<file path="config.mk">
export PLATFORM = sky130hd
export DESIGN_NAME = regfile_access_ctrl
export DESIGN_NICKNAME = d
export VERILOG_FILES = /design/src/rtl/regfile_access_ctrl.sv
export SDC_FILE = /design/constraint.sdc
export NUM_CORES = 1
export LEC_CHECK = 0
export BUFFER_PORTS_ARGS = -buffer_cell sky130_fd_sc_hd__buf_4
export CORE_ASPECT_RATIO = 1.75
export CORE_MARGIN = 4
export CORE_UTILIZATION = 45
export DETAILED_ROUTE_END_ITERATION = 16
export PLACE_DENSITY = 0.81
export SETUP_SLACK_MARGIN = 0.1
export SYNTH_ARGS = -nofsm -noshare
export SYNTH_HDL_FRONTEND = slang
export SYNTH_SLANG_ARGS = --single-unit
</file>
<file path="constraint.sdc">
create_clock -name clk -period 2.2 [get_ports clk]
set_input_delay 0.33 -clock clk [delete_from_list [all_inputs] [get_ports clk]]
set_output_delay 0.33 -clock clk [all_outputs]
set_load 0.1 [all_outputs]
</file>
<file path="src/rtl/regfile_access_ctrl.sv">
// Register-file access controller: one command per IDLE->ACCESS->RESP pass, with a sticky write lock over PROT_BASE..31.
// Optional macro REGFILE_ACC_DEBUG_OVERRIDE_EN lets debug_unlocked bypass the lock during ACCESS.
module regfile_access_ctrl #(
    parameter logic [4:0] PROT_BASE = 5'd16
) (
    input  logic        clk,
    input  logic        reset,
    input  logic        req_valid,
    output logic        req_ready,
    input  logic        req_write,
    input  logic [4:0]  req_addr,
    input  logic [31:0] req_wdata,
    output logic        rsp_valid,
    input  logic        rsp_ready,
    output logic [31:0] rsp_rdata,
    output logic        rsp_err,
    input  logic        lock_set,
    input  logic        debug_unlocked,
    output logic        lock_status,
    output logic [4:0]  rf_raddr,
    input  logic [31:0] rf_rdata,
    output logic [4:0]  rf_waddr,
    output logic [31:0] rf_wdata,
    output logic        rf_we
);

    typedef enum logic [1:0] {
        S_IDLE,
        S_ACCESS,
        S_RESP
    } state_t;

    state_t      r_state;
    logic        r_write;
    logic [4:0]  r_addr;
    logic [31:0] r_wdata;
    logic        r_lock;
    logic        r_rsp_valid;
    logic        r_rsp_err;
    logic [31:0] r_rsp_rdata;

    logic        w_override;
    logic        w_blocked;
    logic        w_write_ok;

`ifdef REGFILE_ACC_DEBUG_OVERRIDE_EN
    assign w_override = debug_unlocked;
`else
    assign w_override = debug_unlocked & 1'b0;
`endif

    // Lock is judged on the registered state during ACCESS, so a lock_set
    // arriving in that same cycle only takes effect for later commands.
    assign w_blocked  = r_write && (r_addr != '0) && (r_addr >= PROT_BASE)
                        && r_lock && !w_override;
    assign w_write_ok = r_write && (r_addr != '0) && !w_blocked;

    assign req_ready   = (r_state == S_IDLE);
    assign rf_we       = (r_state == S_ACCESS) && w_write_ok;
    assign rf_raddr    = r_addr;
    assign rf_waddr    = r_addr;
    assign rf_wdata    = r_wdata;
    assign lock_status = r_lock;
    assign rsp_valid   = r_rsp_valid;
    assign rsp_err     = r_rsp_err;
    assign rsp_rdata   = r_rsp_rdata;

    always_ff @(posedge clk) begin
        if (reset) begin
            r_state     <= S_IDLE;
            r_write     <= 1'b0;
            r_addr      <= '0;
            r_wdata     <= '0;
            r_lock      <= 1'b0;
            r_rsp_valid <= 1'b0;
            r_rsp_err   <= 1'b0;
            r_rsp_rdata <= '0;
        end else begin
            if (lock_set) begin
                r_lock <= 1'b1;
            end
            case (r_state)
                S_IDLE: begin
                    if (req_valid) begin
                        r_write <= req_write;
                        r_addr  <= req_addr;
                        r_wdata <= req_wdata;
                        r_state <= S_ACCESS;
                    end
                end
                S_ACCESS: begin
                    r_rsp_valid <= 1'b1;
                    r_rsp_err   <= w_blocked;
                    r_rsp_rdata <= r_write ? '0 : rf_rdata;
                    r_state     <= S_RESP;
                end
                S_RESP: begin
                    if (rsp_ready) begin
                        r_rsp_valid <= 1'b0;
                        r_state     <= S_IDLE;
                    end
                end
                default: r_state <= S_IDLE;
            endcase
        end
    end

endmodule
</file>
==> flow_results.org, run 1 <==
** Clock network
- Setup fix buffers added after clock tree synthesis :: 0
- Deepest level of the CTS H-tree :: 3
- In this run, post-CTS repair resized a total of 0 instances.
- Clk pin slew, worst setup/hold paths :: 0.07 ns
- TritonCTS created 9 clock buffers.
- Number of buffers inserted for hold repair after clock tree synthesis :: 0
- TritonCTS clock tree :: done
- The clock passes through at most 2 buffers.
- CTS sink cnt :: 75
- The cell sitting at the root of the clock tree is a sky130_fd_sc_hd__clkbuf_8.
- The later pin in the worst-skew pair is clocked with a latency of 0.34 ns.

** Yosys
- Post-synth top area cell :: sky130_fd_sc_hd__dfxtp_1
- Summing every instance area after synthesis gives 0.00279 sq mm.
- By area the synthesized netlist is led by sky130_fd_sc_hd__dfxtp_1, sky130_fd_sc_hd__nand2_1, sky130_fd_sc_hd__a21oi_1.
- The synthesized design contains 0 enable-type register cells.
- The commonest cells after synthesis are sky130_fd_sc_hd__nand2_1, sky130_fd_sc_hd__dfxtp_1, sky130_fd_sc_hd__a21oi_1, sky130_fd_sc_hd__nand3b_1.
- Synthesis produced a netlist with a net count of 414.
- Share of async-settable or async-resettable flops after synthesis :: 0%
- Synthesized area per cell :: 8.25 sq um
- The Yosys step of the flow raised 0 warnings.
- The cell count after synthesis came out at 338.
- Seq cells post-synth :: 75
- Number of distinct library cells after synthesis :: 19
- Sequential cells were found to cover 53.8% of the synthesized design area.
- Top flip-flop cell by instance count after synthesis :: sky130_fd_sc_hd__dfxtp_1
- Dominant cell by count in the synthesized netlist :: sky130_fd_sc_hd__nand2_1
- The synthesized design devotes to its leading area cell type 53.8% of total area.

** STA
- Final hold viol count :: 0
- Final Hold Slack :: 0.192 ns
- Tightest Pin Transition :: 0.769 ns
- Total count of max-transition violations in the final report :: 0
- The worst path in the final design needs a cycle of 1.85 ns, including I/O delays and setup.
- Based on the critical path, the design can be clocked at up to 541 MHz.
- After routing, the total negative slack on setup checks comes to 0 ns.
- Setup repair after global routing left no endpoint under its margin.
- Setup violations, final :: 0
- In this run the tightest slew margin relative to its limit is 48.7%.
- The worst path uses 84.0% of the clock period.
- Worst Skew :: 0.00301 ns

** Worst setup path
- In this design, the largest share of critical-path delay is due to flip-flops.
- For the worst setup path, the data required time is 1.87 ns.
- The critical path is of the register to output port type.
- Counting cells, the worst reg-to-reg path comes to 4.
- Beginning of the worst register-to-register path :: r_state[1]
- Capture point of the worst reg-to-reg path :: rf_raddr[3]
- Along the worst path, the maximum fanout reaches 7.
- Crit path max-delay cell type :: sky130_fd_sc_hd__dfxtp_1
- On the worst path, the slowest cell contributes a delay of 0.42 ns.
- Flop2flop setup slack :: 0.84 ns
- Element type at the critical path end :: output port
- Counting both buffers and inverters, the worst setup path holds a total of 1.
- Setup crit start :: r_state[0]
- Data arrival, critical path :: 1.52 ns
- Cell chain of the critical path :: nor2b_2, nand3_1, a21oi_4, buf_4
- The worst setup path is launched from a register.

** Placement
- At the end of routability-driven placement, the weighted congestion stood at 0.734.
- Including well taps, the total number of placed cells is 542.
- Buffers placed on the I/O ports in this run total 153.
- DPL Wire Length :: 5.51 mm

** Cells and area
- The finished layout holds 558 standard cells, fillers aside.
- Relative to the synthesized area, the layout overhead comes to 47.0%.
- Nets@finish :: 551
- Proportion of layout cells with a drive suffix above 1 :: 36.7%
- The layout has 539 filler cells.
- The repair_antennas step left the layout with diodes totalling 0.
- Once layout is complete, the utilization of the core stands at 68.7%.

** Job
- The tool flagged a number of max-cap violations equal to 0.

** Worst hold path
- Worst-case hold path end point :: lock_status
- Path type of the worst min-delay path :: primary input to register
- Number of stages on the worst hold path :: 3
- Start point of the worst hold path :: lock_set

** Global route
- Vias in the first global route :: 2663
- First-pass GRT wire length :: 12.2 mm
- Global routing usage summed across all routing layers :: 20.9%
- The number of antenna violations at the first check in global routing was 0.
- Entering global routing, the biggest net connects 76 pins.
- Gr ovfl total :: 0

** Floorplanning
- Horizontal die dimension :: 67.5 um
- Pin placement for this block handled 155 I/O pins.
- Core Rows :: 37
- Measured along the y axis, the die boundary spans 112 um.
- Core Footprint :: 0.00597 sq mm
- The die covers 0.00757 sq mm.
- Initial Utilization :: 46.7%

** Power
- Internal power :: 2.25 mW
- Summed over all nets, the switching power comes to 1.30 mW.
- LEAKAGE :: 1.80 nW
- Power per standard cell area :: 864 mW/mm^2
- The share of total power dissipated in the clock network is 28.8%.
- Net switching fraction of the power :: 36.6%
- Comb power frac :: 29.4%
- IR analysis of the VDD net gives a maximum drop of 0.612 mV.
- Sequential cells account for 41.8% of the total power.

** Detailed routing
- Starting DRT DRC Count :: 163
- For this run, the detailed router's first-pass iteration total came to 4.
- Residual DRC :: 0
- DR vias/cell :: 4.91
- Final routed wirelength across all metal layers :: 7.74 mm
- Average detailed-routed wire length per instance :: 13.9 um
- Across all layers, the routed design uses 2738 vias.
- Antenna-violating nets left :: 0

** Status
- The run finished with clean final reports.
-- sequential cells by signal, indices dropped and copies added, names as in the netlist --
signal,cells
lock_status,1
r_state,2
r_write,1
rf_raddr,5
rf_wdata,32
rsp_err,1
rsp_rdata,32
rsp_valid,1
-- cell type report --
| cell class | instances | area, sq um | share of cell area, % |
|---|---|---|---|
| Multi-Input combinational cell | 231 | 1130 | 27.5 |
| Clock inverter | 2 | 35.0 | 0.854 |
| Tap cell | 78 | 97.6 | 2.38 |
| Sequential cell | 75 | 1500 | 36.7 |
| Clock buffer | 14 | 153 | 3.72 |
| Timing Repair Buffer | 158 | 1190 | 28.9 |
-- tightest hold or removal path: stages --
cell,delay [ns]
sky130_fd_sc_hd__buf_4,0.08
sky130_fd_sc_hd__nor2_1,0.03
sky130_fd_sc_hd__nor2_1,0.06
-- power groups by stage --
stage / registers, mW / logic [mW] / clock network [mW]
floorplan: 2.04 / 0.263 / 0
global placement: 1.51 / 1.04 / 0
detailed placement: 1.51 / 1.05 / 0
CTS: 1.48 / 1.05 / 1.05
global route: 1.49 / 1.09 / 1.10
finish: 1.48 / 1.04 / 1.02
-- cell usage in the layout (no fill, tap or decap) --
master,count
sky130_fd_sc_hd__clkbuf_1,4
sky130_fd_sc_hd__bufinv_16,1
sky130_fd_sc_hd__nand4_1,1
sky130_fd_sc_hd__nor3_1,1
sky130_fd_sc_hd__or3b_1,1
sky130_fd_sc_hd__clkinv_2,1
sky130_fd_sc_hd__dfxtp_2,2
sky130_fd_sc_hd__nand2b_1,1
sky130_fd_sc_hd__nor3b_2,1
sky130_fd_sc_hd__nand2_1,110
sky130_fd_sc_hd__a21oi_1,72
sky130_fd_sc_hd__nand3_1,1
sky130_fd_sc_hd__nor2_1,6
sky130_fd_sc_hd__clkbuf_8,10
sky130_fd_sc_hd__nand3b_1,33
sky130_fd_sc_hd__buf_4,158
sky130_fd_sc_hd__a21oi_4,1
sky130_fd_sc_hd__dfxtp_1,73
sky130_fd_sc_hd__o21ai_0,1
sky130_fd_sc_hd__nor2b_2,1
sky130_fd_sc_hd__or3b_2,1
-- metrics by stage --
step,power [mW],setup WS [ns],instance area (sq um)
6_report,3.54,0.351,4100
5_1_grt,3.68,0.236,4100
4_1_cts,3.58,0.314,4100
3_5_place_dp,2.56,0.698,3910
3_3_place_gp,2.55,0.704,3910
2_1_floorplan,2.30,0.105,2800
-- cells by family after synthesis --
family                 Yosys count  share of synthesized area (%)
AOI/OAI and AO/OA               74                           13.3
buffers and inverters           32                           6.50
DFF                             75                           53.8
and+or+nand+nor                157                           26.4
-- layer usage --
layer  wire length, um  global-route usage (%)  up-vias
met4               281                    12.9        0
met1              2870                    22.0     1241
met3               542                    5.61       22
met5                 0                       0        -
met2              4040                    35.3       98
li1                  -                       -     1377
-- how the worst max path moves through the flow --
stage / to / slack [ns] / cells after the start
after floorplan: rf_we / 0.10 / 2
after global placement: rf_we / 0.70 / 4
after detailed placement: rf_we / 0.70 / 4
after CTS: rf_we / 0.31 / 4
after global routing: rf_we / 0.24 / 4
final: rf_we / 0.35 / 4
(Power assumes the default switching activity.)
==> inputs of run 2 (changes only) <==
- CORE_UTILIZATION: 45 -> 40
- PLACE_DENSITY: 0.81 -> 0.76
- clock period: 2.2 -> 1.55 ns (I/O delays scaled with it)
==> run 2 against run 1 <==
Compared with the run above:
- setup slack lost 0.26 ns
- global-route usage down 1.8 points
- critical path type unchanged
- critical path depth unchanged
- core utilization fell by 4.0 points
- power up 59%
- critical endpoint unchanged
- clock skew up 0.0011 ns
- first-iteration DRC count down 21%
- non-clock buffer count rose by 10
- sequential share of layout area shrank 2.3 points
- worst hold slack worse by 0.070 ns
- count of clock-buffer cells in the layout grew 1
==> flow_results.org, run 2 (synthesized netlist as in run 1, its figures left out) <==
** STA
- The hold violation count in the final report is 0.
- Worst Skew :: 0.00413 ns
- RSZ-0062 raised after global routing :: yes
- For the finished layout, the period the worst path requires is 1.46 ns.
- Crit share post-route :: 94.4%
- The max-slew violation count was 0.
- Top achievable clock speed :: 684 MHz
- Tightest Pin Transition :: 0.384 ns
- Slew HR :: 74.4%
- Setup violations, final :: 0

** Clock network
- TritonCTS clock tree :: done
- The clock drives 75 sinks.
- Maximum clock path buffer count :: 2
- Clock network latency to the later pin of the worst-skew pair :: 0.33 ns
- After clock tree synthesis, the clock-pin slew on the worst setup and hold paths is 0.05 ns.
- CTS placed an instance of sky130_fd_sc_hd__clkbuf_16 at the clock tree root.
- CTS buffer count :: 9
- Number of buffers inserted for hold repair after clock tree synthesis :: 0
- Deepest level of the CTS H-tree :: 3

** Global route
- Summed over all layers, the global routing overflow is 0.
- The number of global-route vias before repair came to 2728.
- Largest net degree at the start of global routing :: 40
- Across every metal layer, demand over resource in global routing totals 19.1%.
- Initial antenna violation count :: 0
- The first global-routing pass estimated 12.8 mm of wire.

** Placement
- The wire-length estimate of the detail-placed layout is 5.60 mm.
- Routability-driven placement finished with a final weighted congestion of 0.735.
- Count of input and output buffers :: 153

** Detailed routing
- Residual DRC :: 0
- In this run, the number of DRC markers left after iteration 0 of detailed routing was 129.
- Antenna-violating nets left :: 0
- DR vias/cell :: 4.89
- Average detailed-routed wire length per instance :: 14.3 um
- The detailed router placed 2804 vias in this run.
- DR pass1 iterations :: 4
- Final routed wirelength across all metal layers :: 8.19 mm

** Floorplanning
- Io pins :: 155
- From bottom edge to top edge, the die measures 118 um.
- Core Footprint :: 0.00681 sq mm
- Overall die area :: 0.00843 sq mm
- Horizontal die dimension :: 71.1 um
- The floorplan has 40 rows.
- The initial utilization of the core area, before any placement, comes to 41.0%.

** Power
- Total power after layout :: 5.64 mW
- For this design the total switching power over the nets is 1.93 mW.
- Dividing total power by cell area gives a power density of 1280 mW/mm^2.
- In this run the static leakage power is 1.93 nW.
- In this run switching power makes up 34.1% of total power.
- Flop pwr share :: 37.4%
- Internal power :: 3.72 mW
- Comb power frac :: 27.6%
- Worst IR Drop VDD :: 1.05 mV
- The clock network accounts for 35.0% of the total power.

** Cells and area
- At the end of the flow the core is filled with cells to 64.7%.
- The final layout contains 561 nets.
- Of the cells placed in the final design, the portion with a size suffix greater than 1 is 40.0%.
- In the layout the commonest cells are sky130_fd_sc_hd__buf_4, sky130_fd_sc_hd__nand2_1, sky130_fd_sc_hd__a21oi_1.
- From synthesis to final layout, the design area changed by 57.8%.
- The repair_antennas step left the layout with diodes totalling 0.
- Most common cell after layout, fill and taps aside :: sky130_fd_sc_hd__buf_4
- The layout has 583 filler cells.

** Worst hold path
- Path type of the worst min-delay path :: primary input to register

** Job
- MaxCap Viol Count :: 0

** Worst setup path
- Along the worst path, the maximum fanout reaches 3.
- Critical path data required time :: 1.32 ns
- Largest stage delay on the critical path :: 0.34 ns
- The critical path is of the register to output port type.
- Cell chain of the critical path :: nor2b_4, nand3_2, a21oi_4, buf_12
- Element type at the critical path end :: output port
- Data arrival, critical path :: 1.23 ns
- For this design, the slowest cell found on the critical path is sky130_fd_sc_hd__dfxtp_2.
- Sort of element at the start of the critical path :: register

** Status
- Status :: finished, final reports clean
run 2: worst max-delay path: cells and delay by family, from the launching register on:
family	cells	cell delay, ns
flops	1	0.34
simple gates	2	0.23
buf+inv	1	0.19
compound gates	1	0.14
run 2: layer usage:
layer / vias to the layer above / GRT usage [%] / part of all wire, %
met1: 1276 / 21.0 / 36
met3: 16 / 7.74 / 7.9
met2: 110 / 31.3 / 54
li1: 1402 / - / -
met5: - / 0 / 0
met4: 0 / 9.18 / 2.8
run 2: stage by stage:
step / hold WS (ns) / worst slack [ns] / cell area (sq um) / cells / TNS [ns]
floorplan: 0.348 / -0.223 / 2810 / 338 / -0.223
global placement: 0.435 / 0.242 / 4000 / 551 / 0
detailed placement: 0.443 / 0.231 / 4000 / 551 / 0
CTS: 0.115 / 0.0653 / 4350 / 570 / 0
global route: 0.138 / 0.00893 / 4400 / 574 / 0
finish: 0.123 / 0.0871 / 4400 / 574 / 0
run 2: final timing paths:
path | startpoint | endpoint | cells past startpoint | slack (ns)
worst min register to register | rsp_rdata[18] | rsp_rdata[18] | 2 | 0.45
worst min-delay path | lock_set | lock_status | 3 | 0.12
worst max register to register | r_state[1] | r_write | 7 | 0.12
worst max-delay path | r_state[0] | rf_we | 4 | 0.09
run 2: power groups by stage:
stage                     registers [mW]  logic (mW)  clock network [mW]
final                               2.11        1.56                1.98
after global routing                2.12        1.63                2.12
after CTS                           2.11        1.53                2.03
after detailed placement            2.15        1.52                   0
after global placement              2.14        1.51                   0
after floorplan                     2.89       0.373                   0
run 2: repair_timing:
| action | CTS | global route |
|---|---|---|
| setup buffers | 3 | 1 |
| setup endpoints to repair | 1 | 15 |
| pin swaps | 1 | 1 |
| gates cloned | 0 | 3 |
| gates resized for setup | 9 | 3 |
run 2: cell type report:
class                           count  area (sq um)  share of cell area [%]
Clock buffer                       15           288                    6.53
Clock inverter                      1          5.00                   0.114
Multi-Input combinational cell    231          1150                    26.1
Sequential cell                    75          1510                    34.3
Tap cell                           84           105                    2.39
Timing Repair Buffer              168          1340                    30.5
==> inputs of run 3 (changes only) <==
- CORE_UTILIZATION: 40 -> 41
- CTS_BUF_LIST: unset -> sky130_fd_sc_hd__clkbuf_4 sky130_fd_sc_hd__clkbuf_8
- PLACE_DENSITY: 0.76 -> 0.78
==> run 3 against run 2 <==
Compared with the run above:
- cell count shrank 1.4%
- fmax fell by 0.42%
- core utilization down 0.38 points
- flip-flop and latch count is the same
- die area is 2.2% lower
- setup slack got worse by 0.0062 ns
- power shrank 13%
- critical path depth did not move
- worst hold slack lost 0.019 ns
- sequential power is essentially flat
- register-to-register slack improved by 0.10 ns
- clock power down 36%
- critical endpoint unchanged
- largest cell class unchanged
==> flow_results.org, run 3 (synthesized netlist as in run 1, its figures left out) <==
** Global route
- For this run the aggregate overflow at the end of global routing stands at 0.
- First-pass GRT wire length :: 12.2 mm
- The number of global-route vias before repair came to 2545.
- Entering global routing, the biggest net connects 50 pins.
- The number of antenna violations at the first check in global routing was 0.
- Global routing usage summed across all routing layers :: 18.9%

** Worst setup path
- Type of the worst setup path :: register to output port
- In this run the worst path has a maximum fanout of 2.
- The worst setup path is captured at an output port.
- Critical path data required time :: 1.32 ns
- Data arrival, critical path :: 1.24 ns
- STA classifies the critical path startpoint as a register.

** Detailed routing
- Starting DRT DRC Count :: 198
- The routed layout has 2725 vias.
- In the routed design, unresolved DRC markers number 0.
- DR vias/cell :: 4.81
- DR pass1 iterations :: 4
- Average detailed-routed wire length per instance :: 13.8 um
- Antenna-violating nets left :: 0
- Final routed wirelength across all metal layers :: 7.82 mm

** Floorplanning
- Overall die area :: 0.00824 sq mm
- Io pins :: 155
- The initial utilization of the core area, before any placement, comes to 42.4%.
- The floorplan step set the die height to 117 um.
- Core Footprint :: 0.00659 sq mm
- Core Rows :: 39
- Horizontal die dimension :: 70.4 um

** Worst hold path
- Path type of the worst min-delay path :: primary input to register

** STA
- The worst path in the final design needs a cycle of 1.47 ns, including I/O delays and setup.
- Headroom to the max-slew limit came out at 76.8%.
- Final hold viol count :: 0
- Setup repair after global routing could not meet its margin everywhere.
- In the finished design, the share of the clock period the worst path needs comes to 94.8%.
- Worst Skew :: 0.00422 ns
- Tightest Pin Transition :: 0.348 ns
- Setup TNS :: 0 ns
- Setup violations remaining at the end of the flow were counted as 0.
- Setup ws final :: 0.0810 ns
- Top achievable clock speed :: 681 MHz
- Total count of max-transition violations in the final report :: 0

** Clock network
- Clock network latency to the later pin of the worst-skew pair :: 0.34 ns
- The tree built by TritonCTS fans out to 75 sinks.
- TritonCTS clock tree :: done
- Maximum clock path buffer count :: 2
- After clock tree synthesis, the clock-pin slew on the worst setup and hold paths is 0.07 ns.
- CTS placed an instance of sky130_fd_sc_hd__clkbuf_8 at the clock tree root.
- Counting the buffers created by CTS gives 9.
- Deepest level of the CTS H-tree :: 3

** Job
- MaxCap Viol Count :: 0

** Cells and area
- The area growth from synthesis to layout is 51.9%.
- Final Instance Area :: 0.00424 sq mm
- Cells with a size suffix above 1 make up 39.7% of the layout.
- In the layout the commonest cells are sky130_fd_sc_hd__buf_4, sky130_fd_sc_hd__nand2_1, sky130_fd_sc_hd__a21oi_1.
- The library cell used most frequently in the layout, excluding fill and tap cells, is sky130_fd_sc_hd__buf_4.
- Antenna cells :: 0
- Final core utilization :: 64.3%
- Leaving out filler cells and counting taps, the final layout contains 566.
- At the end of the flow, the number of nets in the layout was 557.

** Status
- The run finished with clean final reports.

** Placement
- Post-Place Setup Slack :: 0.235 ns
- Area after detailed placement :: 0.00401 sq mm
- GPL Wtd Cong :: 0.774
- Count of input and output buffers :: 153
- The wire-length estimate of the detail-placed layout is 5.67 mm.
- In this run, placement finished with an instance count of 550.

** Power
- In this run the static leakage power is 1.86 nW.
- The worst-case IR drop observed on VDD is 0.793 mV.
- For this design the ratio of total power to cell area is 1160 mW/mm^2.
-- run 3: power by group --
| part | internal, mW | switching (mW) |
|---|---|---|
| Combinational | 0.409 | 1.13 |
| Sequential | 2.04 | 0.0645 |
| Clock | 0.655 | 0.619 |
| Total | 3.10 | 1.81 |
-- run 3: cell type report --
type                    instances  area [sq um]
clock buffers                  14           161
fillers                       610          2350
repair buffers                164          1310
multi-input cells             231          1150
well taps                      82           103
flip-flops and latches         75          1510
-- run 3: worst paths after layout --
check | from | endpoint | slack, ns | cells past startpoint
max | r_state[0] | rf_we | 0.08 | 4
min | lock_set | lock_status | 0.10 | 3
max reg2reg | r_state[0] | rf_wdata[27] | 0.22 | 5
min reg2reg | rsp_rdata[12] | rsp_rdata[12] | 0.45 | 2
-- run 3: critical path: stages, from the launching register on --
cell                      delay, ns
sky130_fd_sc_hd__dfxtp_2       0.33
sky130_fd_sc_hd__nor2b_4       0.14
sky130_fd_sc_hd__nand3_2       0.09
sky130_fd_sc_hd__a21oi_4       0.15
sky130_fd_sc_hd__buf_12        0.19
-- run 3: metrics by stage --
stage	total power, mW	hold WS [ns]
after CTS	4.96	0.0879
after global placement	3.65	0.439
after global routing	5.14	0.0977
after detailed placement	3.67	0.444
final	4.92	0.104
after floorplan	3.27	0.348
-- run 3: metal layers --
layer  track usage [%]  up-vias  share of wire, %
li1                  -     1388                 -
met1              20.9     1231                36
met2              32.5       91                54
met3              4.27       15               6.6
met4              12.4        0               3.1
met5                 0        -                 0
-- run 3: timing repair --
| item | 4_1_cts | 5_1_grt |
|---|---|---|
| buffers inserted | 0 | 2 |
| setup endpoints to repair | 2 | 2 |
| hold buffers | 0 | 0 |
| resized for setup | 8 | 6 |
| pin swaps | 1 | 0 |
